### config.mk
export PLATFORM = sky130hd
export DESIGN_NAME = prod_bcd_conv
export DESIGN_NICKNAME = d
export VERILOG_FILES = /design/src/rtl/prod_bcd_pkg.sv /design/src/rtl/bcd_to_seg7.sv /design/src/rtl/prod_bcd_conv.sv
export SDC_FILE = /design/constraint.sdc
export NUM_CORES = 1
export LEC_CHECK = 0
export ABC_CLOCK_PERIOD_IN_PS = 1580
export CORE_MARGIN = 4
export CORE_UTILIZATION = 49
export DETAILED_ROUTE_END_ITERATION = 16
export PLACE_DENSITY = 0.86
export SKIP_CTS_REPAIR_TIMING = 1
export SYNTH_ARGS = -nofsm -noshare
export SYNTH_HDL_FRONTEND = slang
export SYNTH_SLANG_ARGS = --single-unit
### constraint.sdc
create_clock -name clk -period 1.58 [get_ports clk]
set_input_delay 0.316 -clock clk [delete_from_list [all_inputs] [get_ports clk]]
set_output_delay 0.316 -clock clk [all_outputs]
set_load 0.05 [all_outputs]
### src/rtl/prod_bcd_pkg.sv
// Shared constants, state encoding and add-3 helper for the product BCD converter.
// Latency: none (package only).
// Backpressure: none (package only).
package prod_bcd_pkg;

  // Default geometry: 8-bit product, three BCD digits (0..255 fits in 000..999)
  localparam int W_DEF  = 8;
  localparam int ND_DEF = 3;

  // BCD nibble width and the double-dabble correction threshold
  localparam int         NIB_W   = 4;
  localparam logic [3:0] ADD3_TH = 4'd5;

  // Converter FSM encoding
  typedef enum logic {
    ST_IDLE  = 1'b0,
    ST_SHIFT = 1'b1
  } state_t;

  // Active-low seven-segment codes, bit order gfedcba
  localparam logic [6:0] SEG_0     = 7'b1000000;
  localparam logic [6:0] SEG_1     = 7'b1111001;
  localparam logic [6:0] SEG_2     = 7'b0100100;
  localparam logic [6:0] SEG_3     = 7'b0110000;
  localparam logic [6:0] SEG_4     = 7'b0011001;
  localparam logic [6:0] SEG_5     = 7'b0010010;
  localparam logic [6:0] SEG_6     = 7'b0000010;
  localparam logic [6:0] SEG_7     = 7'b1111000;
  localparam logic [6:0] SEG_8     = 7'b0000000;
  localparam logic [6:0] SEG_9     = 7'b0010000;
  localparam logic [6:0] SEG_BLANK = 7'b1111111;

  // Nibble-local correction: a digit of 5 or more would exceed 9 after doubling,
  // so pre-add 3 to force the carry into the next nibble on the shift.
  function automatic logic [3:0] add3(input logic [3:0] nib);
    return (nib >= ADD3_TH) ? nib + 4'd3 : nib;
  endfunction

endpackage

### src/rtl/bcd_to_seg7.sv
// Combinational BCD digit to active-low seven-segment (gfedcba) decoder.
// Latency: zero cycles, purely combinational.
// Backpressure: none; output follows input.
module bcd_to_seg7
  import prod_bcd_pkg::*;
(
  input  logic [3:0] bcd,
  output logic [6:0] seg
);

  // Digit lookup; non-decimal nibbles blank the display
  always_comb begin
    seg = SEG_BLANK;
    case (bcd)
      4'd0:    seg = SEG_0;
      4'd1:    seg = SEG_1;
      4'd2:    seg = SEG_2;
      4'd3:    seg = SEG_3;
      4'd4:    seg = SEG_4;
      4'd5:    seg = SEG_5;
      4'd6:    seg = SEG_6;
      4'd7:    seg = SEG_7;
      4'd8:    seg = SEG_8;
      4'd9:    seg = SEG_9;
      default: seg = SEG_BLANK;
    endcase
  end

endmodule

### src/rtl/prod_bcd_conv.sv
// Sequential double-dabble converter: multiplier product -> packed BCD digits (+ optional 7-seg when PROD_BCD_SEG_EN is defined).
// Latency: W cycles from the edge sampling start to the valid pulse; one conversion per W+1 cycles.
// Backpressure: none; start is only honoured in IDLE and is dropped while busy (no queuing).
module prod_bcd_conv
  import prod_bcd_pkg::*;
#(
  parameter int W  = W_DEF,
  parameter int ND = ND_DEF
) (
  input  logic              clk,
  input  logic              rst,
  input  logic [W-1:0]      bin_in,
  input  logic              start,
`ifdef PROD_BCD_SEG_EN
  output logic [7*ND-1:0]   seg_o,
`endif
  output logic [4*ND-1:0]   bcd_out,
  output logic              valid,
  output logic              busy
);

  localparam int BW = NIB_W * ND;
  localparam int CW = (W > 1) ? $clog2(W) : 1;

  state_t          state;
  state_t          state_nxt;
  logic [BW-1:0]   bcd_acc;
  logic [W-1:0]    bin_sh;
  logic [CW-1:0]   cnt;
  logic [BW-1:0]   acc_adj;
  logic [BW+W-1:0] work_sh;
  logic [BW-1:0]   acc_nxt;
  logic [W-1:0]    bin_nxt;
  logic            last;

  // Add-3 every accumulator nibble, then shift the whole working register left by one
  always_comb begin
    acc_adj = '0;
    for (int i = 0; i < ND; i++) begin
      acc_adj[i*NIB_W +: NIB_W] = add3(bcd_acc[i*NIB_W +: NIB_W]);
    end
    work_sh = {acc_adj, bin_sh} << 1;
    acc_nxt = work_sh[BW+W-1:W];
    bin_nxt = work_sh[W-1:0];
    last    = (state == ST_SHIFT) && (cnt == CW'(W - 1));
  end

  // FSM state register
  always_ff @(posedge clk or posedge rst) begin
    if (rst) state <= ST_IDLE;
    else     state <= state_nxt;
  end

  // FSM next-state: IDLE waits for start, SHIFT runs W iterations
  always_comb begin
    state_nxt = state;
    case (state)
      ST_IDLE:  if (start) state_nxt = ST_SHIFT;
      ST_SHIFT: if (last)  state_nxt = ST_IDLE;
      default:  state_nxt = ST_IDLE;
    endcase
  end

  // FSM outputs: busy covers the SHIFT state only, so it drops in the valid cycle
  always_comb begin
    busy = (state == ST_SHIFT);
  end

  // Working register and iteration counter
  always_ff @(posedge clk or posedge rst) begin
    if (rst) begin
      bcd_acc <= '0;
      bin_sh  <= '0;
      cnt     <= '0;
    end else if (state == ST_IDLE) begin
      if (start) begin
        bcd_acc <= '0;
        bin_sh  <= bin_in;
        cnt     <= '0;
      end
    end else begin
      bcd_acc <= acc_nxt;
      bin_sh  <= bin_nxt;
      cnt     <= cnt + CW'(1);
    end
  end

  // Result register and single-cycle valid pulse; result holds until the next completion
  always_ff @(posedge clk or posedge rst) begin
    if (rst) begin
      bcd_out <= '0;
      valid   <= 1'b0;
    end else begin
      valid <= last;
      if (last) bcd_out <= acc_nxt;
    end
  end

`ifdef PROD_BCD_SEG_EN
  logic [7*ND-1:0] seg_nxt;

  // Decode the final accumulator so the segments land on the same edge as bcd_out
  for (genvar g = 0; g < ND; g++) begin : g_seg
    bcd_to_seg7 u_seg (
      .bcd (acc_nxt[g*NIB_W +: NIB_W]),
      .seg (seg_nxt[g*7 +: 7])
    );
  end

  // Registered segment outputs, blank out of reset
  always_ff @(posedge clk or posedge rst) begin
    if (rst)       seg_o <= '1;
    else if (last) seg_o <= seg_nxt;
  end
`endif

endmodule

# Yosys cells after proc, flatten, opt, wreduce, memory -nomap -nowiden
# Cells that the tools add are included.
[totals]
regBits = 37
inputBits = 11
output_inout_bits = 14
word_cells = 29
[classes]
n_addsub = 4
order_cmp = 3
eq_ne = 1
muxes = 12
bitwise_logic = 1
n_reduce_logical = 2
[ops]
columns = ["cell", "n"]
rows = [
  ["two-way mux 12 bit", 2],
  ["two-way mux 8 bit", 2],
  [">= comparator 4 x 3 -> 1 bit (second input constant)", 3],
  ["two-way mux 3 bit", 3],
  ["adder 4 x 2 -> 4 bit (second input constant)", 2],
  ["two-way mux 4 bit", 2],
  ["adder 3 x 1 -> 3 bit (second input constant)", 1],
  ["adder 3 x 2 -> 3 bit (second input constant)", 1],
  ["equality test 3 bit (second input constant)", 1],
  ["two-way mux 1 bit", 2],
  ["one-hot mux 1 bit (2 select lines)", 1],
  ["nonzero test 2 bit", 1],
  ["logical AND 1 bit", 1],
  ["inverter 1 bit", 1],
]

# Depth between registers and ports, before layout
# Gate-level depths: netlist of the first run.
[logic_depth]
depth_word = 4
depth_mapped = 7
mapped_depth_nobuf = 6

# Least setup slack after synthesis of the first run
# Ideal clock, no wire load.
[synth_path]
path_type = "register -> register"
from = "register state (netlist: busy)"
to = "register bcd_out[4]"
setup_ns = 0.069
arrival_ns = 1.459
t_required_ns = 1.511
setup_slack_ns = 0.052
path_stages_with_launch = 5
synth_period_minus_slack_ns = 1.528
cell_sequence = "dfrtp_1 > buf_6 > nand2_4 > or4_1 > nand3_1"
[synth_via]
elab_chain_len = 1
[synth_lines]
columns = ["element", "line_no", "rtl"]
rows = [
  ["from (decl)", "prod_bcd_conv.sv:25", "state_t state;"],
  ["from (signal assigned)", "prod_bcd_conv.sv:51", "else state <= state_nxt;"],
  ["logical AND 1 bit", "prod_bcd_conv.sv:45", "last = (state == ST_SHIFT) && (cnt == CW'(W - 1));"],
  ["to (signal assigned)", "prod_bcd_conv.sv:95", "if (last) bcd_out <= acc_nxt;"],
  ["to (decl)", "prod_bcd_conv.sv:17", "output logic [4*ND-1:0] bcd_out,"],
]
# No other way between the ends.
# A chain may end at the register's enable or synchronous reset.

# Worst setup path in the final report of the first run
[layout_path]
from = "register cnt[1]"
to = "register bcd_out[1]"
[layout_via]
elab_chain_len = 2
[layout_lines]
columns = ["element", "line_no", "rtl"]
rows = [
  ["from (decl)", "prod_bcd_conv.sv:29", "logic [CW-1:0] cnt;"],
  ["from (signal assigned)", "prod_bcd_conv.sv:84", "cnt <= cnt + CW'(1);"],
  ["equality test 3 bit", "prod_bcd_conv.sv:45", ""],
  ["logical AND 1 bit", "prod_bcd_conv.sv:45", ""],
]
# No other way between the ends.

==> results.cfg, run 1 <==
[run_status]
outcome = finished, violations left
violations = negative setup slack

[timing]
fmax_ghz = 0.628
grt_setup_unrepaired = true
period_share = 1.01
finalWorstSetupSlack_ns = -0.0117
setup_viol = 1
slew_headroom = 0.714
min_period_ns = 1.59
finalMaxSlewViolations = 0
tightestPinTransition_ns = 0.425
hold_slack_ns = 0.364
final.setup_skew_ns = 0.00563
hold_violations = 0

[detailed_routing]
drt_wl_total_um = 4590
dr.first_iter.drc_count = 208
firstDrtPassIters = 4
antenna_left = 0
drc = 0
vias = 1686
avgRoutedWirePerCell_um = 16.1
vias_per_cell = 5.90

[pwr]
p_int_mw = 3.34
power.density_nw_per_um2 = 2320
clock_power_share = 0.121
sw_frac_of_total = 0.445
pwr-share-seq = 0.307
ir_drop_uv = 1350
p_switching_mw = 2.68
combPwrFrac = 0.571
p_leak_nw = 1.15
power.total_mw = 6.03

[global_route]
antenna_found_initial = 0
grt_max_degree = 38
grt_use_total = 0.182
grt_pass1_vias = 1597
gr-total-overflow = 0
grt_pass1_wl_um = 7160

[placement]
gp_congestion = 0.830
place_ws_ns = -0.0825
dp_hpwl_um = 3070
place.port_buffers = 24

[synthesis]
synth_area_um2 = 1940
ys_seq_area_frac = 0.477
synth.distinct_cells = 38
postSynthAreaPerCell_um2 = 9.80
synth_fp_nets = 217
synth_top_area_frac = 0.477
synth_seq_cells = 37
synthTopCellsByArea = dfrtp_1 (48%), nand2_1 (5.4%), ha_1 (5.2%)
synthDominantAreaCellType = dfrtp_1
ys_warn_count = 0
synthCells = 198

[finish]
most-common-layout-cells = dfrtp_1 (36), nand2_1 (28), buf_4 (25), o21ai_0 (13)
drive_above_1_share = 0.231
diodes = 0
syn2layout_area_growth_pct = 34.0
fin_nets = 256
layout_commonest_cell = dfrtp_1
finish.utilization = 0.695

[clocking]
cts_buffers = 5
htree_num_levels = 2
tritoncts = done
clockRootBuffer = clkbuf_8
cts_sinks = 37
cts_buffer_depth = 2
worst_skew_pair.late_latency_ns = 0.30
cts.clk_slew.worst_paths_ns = 0.07

[worst_hold_path]
hp-class = in -> async

[setup_path]
critPathKind = reg -> reg
path_cells = ha_2 > ha_4 > nand2_8 > clkinvlp_4 > a31oi_1 > o311ai_0
cp.arrival_ns = 1.75
path_delay_family = flip-flops
cp_num_buf_inv = 1
critPathMaxStageDelay_ns = 0.40
setup.reg_to_reg.worst_slack_ns = -0.01
cp-end-kind = register
critPathLaunchType = register
required_ns = 1.73
crit_fanout = 8
crit_slowest_cell = dfrtp_1

[die]
fp.dieH_um = 70.9
dieWidth_um = 70.9
initial_core_util = 0.518
dieArea_um2 = 5030
rows = 22
coreArea_um2 = 3740
io_pins = 25

[job]
drv_cap = 0
==> metal layers <==
metal	GRT usage	routed length [um]	vias up
met1	0.223	1930	821
met2	0.295	2280	62
li1	-	-	794
met3	0.0582	296	9
met4	0.0772	81	0
met5	0	0	-
==> flip-flops by register name, indices dropped and copies added, names as in the netlist <==
name	count
bcd_acc	12
bcd_out	12
bin_sh	8
busy	1
cnt	3
valid	1
==> path summary, 6_finish.rpt <==
kind	endpoint	from	cells past startpoint
max	bcd_out[1]	cnt[1]	6
min	bin_sh[3]	rst	3
max reg2reg	bcd_out[1]	cnt[1]	6
min reg2reg	bin_sh[6]	bin_sh[5]	2
max in group asynchronous	bcd_acc[0]	rst	3
min in group clk	bin_sh[6]	bin_sh[5]	2
==> synthesized netlist by cell type (all sizes together) <==
| cell type | instances |
|---|---|
| a32o | 1 |
| mux2i | 10 |
| nand2 | 29 |
| a21oi | 5 |
| nand3 | 11 |
| a32oi | 1 |
| a211oi | 2 |
| a211o | 1 |
| nand4 | 4 |
| a22o | 2 |
| clkbuf | 6 |
| a2111o | 6 |
| inv | 11 |
| nor2b | 4 |
| a31oi | 3 |
| a311o | 2 |
| or4 | 2 |
| nor3 | 2 |
| nor4 | 2 |
| o22ai | 3 |
| buf | 9 |
| nand2b | 3 |
| o31ai | 5 |
| nor2 | 5 |
| o32a | 1 |
| dfrtp | 37 |
| ha | 8 |
| nor3b | 3 |
| o21ai | 14 |
| a21boi | 2 |
| a2bb2oi | 1 |
| a31o | 1 |
| o311ai | 1 |
| and2 | 1 |
==> tightest hold or removal path, stage by stage <==
cell,delay [ns]
clkdlybuf4s50_1,0.39
inv_1,0.09
buf_12,0.22
==> layout make-up <==
type | count | area (um^2)
fillers | 296 | 1140
multi-input cells | 135 | 933
flip-flops and latches | 37 | 927
repair buffers | 47 | 533
clock buffers | 7 | 96.3
well taps | 48 | 60.1
inverters | 11 | 45.0
clock inverters | 1 | 5.00
==> kinds of logic (layout without fill, tap and decap cells) <==
| kind of cell | Yosys count | in the layout | synth area share |
|---|---|---|---|
| AOI/OAI and AO/OA | 51 | 51 | 0.190 |
| buffers and inverters | 26 | 66 | 0.0619 |
| muxes | 10 | 10 | 0.0516 |
| and+or+nand+nor | 66 | 66 | 0.168 |
| DFF | 37 | 37 | 0.477 |
| adders and majority gates | 8 | 8 | 0.0516 |
==> metrics by stage <==
step           std cells  area [um^2]  TNS (ns)
2_1_floorplan        198         1940         0
3_3_place_gp         272         2380         0
3_5_place_dp         272         2380   -0.0825
4_1_cts              280         2480   -0.0989
5_1_grt              286         2600    -0.250
6_report             286         2600   -0.0117
==> power by group through the flow <==
stage	logic (mW)	registers, mW	clock network [mW]
after CTS	3.19	1.83	0.741
after detailed placement	3.18	1.84	0
after floorplan	1.70	2.15	0
after global routing	3.72	1.92	0.792
final	3.44	1.85	0.731
after global placement	3.09	1.81	0
Power figures use the tool's default switching activity.
==> run 2: changes to the inputs <==
CORE_MARGIN = 2   (was 4)
==> results.cfg, run 2 (synthesis gave the netlist of run 1 again) <==
[timing]
period_share = 0.990
tns_ns = 0
hold_violations = 0
final.setup_skew_ns = 0.0122
tightestPinTransition_ns = 0.495
finalMaxSlewViolations = 0
min_period_ns = 1.56
fmax_ghz = 0.639
setup_viol = 0
slew_headroom = 0.667

[finish]
syn2layout_area_growth_pct = 31.3
drive_above_1_share = 0.225
fillers = 304
fin_cells = 288
top_regs = bcd_acc (12), bcd_out (12), bin_sh (8)
most-common-layout-cells = dfrtp_1 (37), buf_4 (31), nand2_1 (28), o21ai_0 (13), nand3_1 (11)
fin_nets = 258
layout_commonest_cell = dfrtp_1
diodes = 0

[setup_path]
cp.arrival_ns = 1.79
cp-end-kind = register
critPathKind = reg -> reg
crit_slowest_cell = dfrtp_1
critPathMaxStageDelay_ns = 0.42
path_cells = ha_1 > nand2b_1 > buf_4 > a2111o_1 > nand3_1
crit_fanout = 3
required_ns = 1.81
critPathLaunchType = register

[die]
initial_core_util = 0.518
io_pins = 25
fp.dieH_um = 66.9
coreArea_um2 = 3740
rows = 22
dieArea_um2 = 4480
dieWidth_um = 66.9

[clocking]
cts_buffer_depth = 2
clockRootBuffer = clkbuf_8
tritoncts = done
worst_skew_pair.late_latency_ns = 0.30
htree_num_levels = 2
cts_sinks = 37
cts.clk_slew.worst_paths_ns = 0.08
cts_buffers = 5

[global_route]
grt_max_degree = 38
grt_use_total = 0.215
gr-total-overflow = 0
grt_pass1_vias = 1553
grt_pass1_wl_um = 7190
antenna_found_initial = 0

[detailed_routing]
avgRoutedWirePerCell_um = 14.9
firstDrtPassIters = 4
drt_wl_total_um = 4290
vias = 1625
antenna_left = 0
drc = 0
dr.first_iter.drc_count = 134
vias_per_cell = 5.64

[placement]
gp_congestion = 0.814
place.port_buffers = 24
placed_cells = 277
dp_hpwl_um = 2910

[pwr]
p_leak_nw = 1.16
ir_drop_uv = 1180
power.density_nw_per_um2 = 2340

[job]
drv_cap = 0

[worst_hold_path]
hp-class = in -> async

[run_status]
outcome = completed
[run 2: area by class of cell]
| type | count | area (um^2) | share of cell area |
|---|---|---|---|
| clock buffers | 7 | 86.3 | 0.0339 |
| well taps | 48 | 60.1 | 0.0236 |
| repair buffers | 49 | 493 | 0.193 |
| flip-flops and latches | 37 | 926 | 0.363 |
| clock inverters | 1 | 30.0 | 0.0118 |
| inverters | 11 | 41.3 | 0.0162 |
| multi-input cells | 135 | 912 | 0.358 |
[run 2: worst paths after layout]
path | start | to | slack, ns | cells past startpoint
min in group clk | bcd_out[0] | bcd_out[0] | 0.48 | 2
max reg2reg | bcd_acc[4] | bcd_acc[5] | 0.02 | 5
max in group asynchronous | rst | bcd_out[3] | 1.02 | 3
min reg2reg | bcd_out[0] | bcd_out[0] | 0.48 | 2
max | bcd_acc[4] | bcd_acc[5] | 0.02 | 5
min | rst | bin_sh[0] | 0.36 | 3
[run 2: stage by stage]
step / hold slack (ns) / instance area [um^2] / util / total power [mW] / setup WS, ns
after floorplan: 0.452 / 1940 / - / 3.85 / 0.0516
after global placement: 0.461 / 2390 / 0.639 / 4.91 / 0.0484
after detailed placement: 0.464 / 2390 / 0.639 / 4.98 / 0.00137
after CTS: 0.378 / 2510 / 0.670 / 5.86 / -0.00542
after global routing: 0.404 / 2550 / 0.681 / 6.36 / -0.0214
final: 0.365 / 2550 / 0.681 / 5.96 / 0.0161
[run 2: worst max-delay path, delay by kind of cell, from the launching register on]
| family | cells | cell delay, ns |
|---|---|---|
| compound gates | 1 | 0.39 |
| fa+ha+maj | 1 | 0.24 |
| buf+inv | 1 | 0.17 |
| flops | 1 | 0.42 |
| simple gates | 2 | 0.28 |
[run 2: power by group]
part	switching [mW]	leakage (nW)	internal [mW]
logic	1.82	0.637	1.47
registers	0.423	0.466	1.38
clock network	0.341	0.0585	0.515
total	2.59	1.16	3.37
[run 2: metal layers]
metal / vias up / routed length, um / global-route usage
met3: 4 / 195 / 0.0490
li1: 801 / - / -
met1: 775 / 2030 / 0.291
met2: 45 / 2000 / 0.335
met5: - / 0 / 0
met4: 0 / 61 / 0.0816
==> run 3: changes to the inputs <==
CORE_MARGIN = not set   (was 2)
==> results.cfg, run 3 (synthesis gave the netlist of run 1 again) <==
[setup_path]
cp-end-kind = register
startpoint = bcd_acc[0]
critPathKind = reg -> reg
setup.reg_to_reg.worst_slack_ns = 0.02
crit_fanout = 4
rr_startpoint = bcd_acc[0]
r2r-end = bcd_out[1]
critPathLaunchType = register
crit_path_end = bcd_out[1]
cp.arrival_ns = 1.74
r2r_cells = 5
required_ns = 1.76

[run_status]
outcome = completed

[global_route]
gr-total-overflow = 0
grt_pass1_vias = 1561
grt_max_degree = 38
grt_pass1_wl_um = 7200
antenna_found_initial = 0
grt_use_total = 0.227

[pwr]
p_int_mw = 3.22
pwr-share-seq = 0.315
power.density_nw_per_um2 = 2320
power.total_mw = 5.86
ir_drop_uv = 1090
p_switching_mw = 2.64
clock_power_share = 0.116
p_leak_nw = 1.12
combPwrFrac = 0.569
sw_frac_of_total = 0.451

[finish]
finish.utilization = 0.680
final_area_um2 = 2530
layout_commonest_cell = dfrtp_1
multi_input_area_um2 = 937
regArea_um2 = 928
most-common-layout-cells = dfrtp_1 (35), nand2_1 (28), buf_4 (26), o21ai_0 (13), nand3_1 (11)
diodes = 0
syn2layout_area_growth_pct = 30.3
top_regs = bcd_acc (12), bcd_out (12), bin_sh (8)
drive_above_1_share = 0.236
fillers = 275
fin_nets = 256

[timing]
setup_viol = 0
grt_setup_unrepaired = true
finalWorstSetupSlack_ns = 0.0247
min_period_ns = 1.56
hold_violations = 0
finalMaxSlewViolations = 0
slew_headroom = 0.704
tightestPinTransition_ns = 0.439
period_share = 0.984
fmax_ghz = 0.643
final.setup_skew_ns = 0.00441

[clocking]
clockRootBuffer = clkbuf_8
cts_buffer_depth = 2
cts_sinks = 37
worst_skew_pair.late_latency_ns = 0.30
cts_buffers = 5
cts.clk_slew.worst_paths_ns = 0.07
tritoncts = done
htree_num_levels = 2

[detailed_routing]
vias_per_cell = 5.83
dr.first_iter.drc_count = 81
drt_wl_total_um = 4360
firstDrtPassIters = 4
antenna_left = 0
avgRoutedWirePerCell_um = 15.3
drc = 0
vias = 1661

[placement]
dpl-instance-area_um2 = 2350
dp_hpwl_um = 2890
gp_congestion = 0.810
place_ws_ns = -0.0534
place.port_buffers = 24

[die]
fp.dieH_um = 64.9
rows = 22
coreArea_um2 = 3720
io_pins = 25
initial_core_util = 0.522
dieArea_um2 = 4220
dieWidth_um = 64.9

[job]
drv_cap = 0

[worst_hold_path]
hp-class = in -> async
## run 3: cell types whose count changed in the layout (fill, tap and decap cells not counted), sizes merged
cell,previous run,this run
bufinv,1,0
buf,39,35
nand2,29,30
clkinvlp,0,2
inv,11,10
## run 3: final cells by class
cell class	count	share of cell area
inverter	11	0.0178
multi-input combinational	136	0.371
clock buffer	7	0.0341
sequential	37	0.367
timing repair inverter	1	0.00198
timing repair buffer	45	0.185
tap	48	0.0238
## run 3: worst min-delay path by stage
stage / startpoint / to / slack (ns) / cells after the start
after detailed placement: bcd_out[0] / bcd_out[0] / 0.47 / 2
after CTS: rst / bcd_acc[11] / 0.37 / 3
after floorplan: bin_sh[0] / bin_sh[1] / 0.45 / 2
final: rst / bcd_acc[11] / 0.36 / 3
after global placement: bcd_out[3] / bcd_out[3] / 0.46 / 2
after global routing: rst / bcd_acc[10] / 0.38 / 3
## run 3: metrics by stage
step / std cells / hold WS, ns / TNS (ns)
global placement: 271 / 0.463 / 0
global route: 285 / 0.384 / -0.0363
finish: 285 / 0.360 / 0
CTS: 278 / 0.372 / -0.0636
floorplan: 198 / 0.452 / 0
detailed placement: 271 / 0.469 / -0.0582
## run 3: power groups by stage
stage / Combinational (mW) / Sequential, mW / Clock [mW]
floorplan: 1.70 / 2.15 / 0
global placement: 2.99 / 1.81 / 0
detailed placement: 3.09 / 1.83 / 0
CTS: 3.11 / 1.82 / 0.687
global route: 3.63 / 1.90 / 0.728
finish: 3.33 / 1.84 / 0.681
## run 3: worst max-delay path: stages (launching register included)
cell,delay (ns)
dfrtp_1,0.41
buf_4,0.15
ha_1,0.21
nand2b_4,0.16
a2111o_1,0.40
o311ai_0,0.10
## run 3: per-layer routing
metal	vias to the layer above	part of all wire	track usage
met2	47	0.49	0.365
met1	807	0.45	0.289
met5	-	0	0
met3	9	0.044	0.0792
met4	0	0.017	0.0639
li1	798	-	-
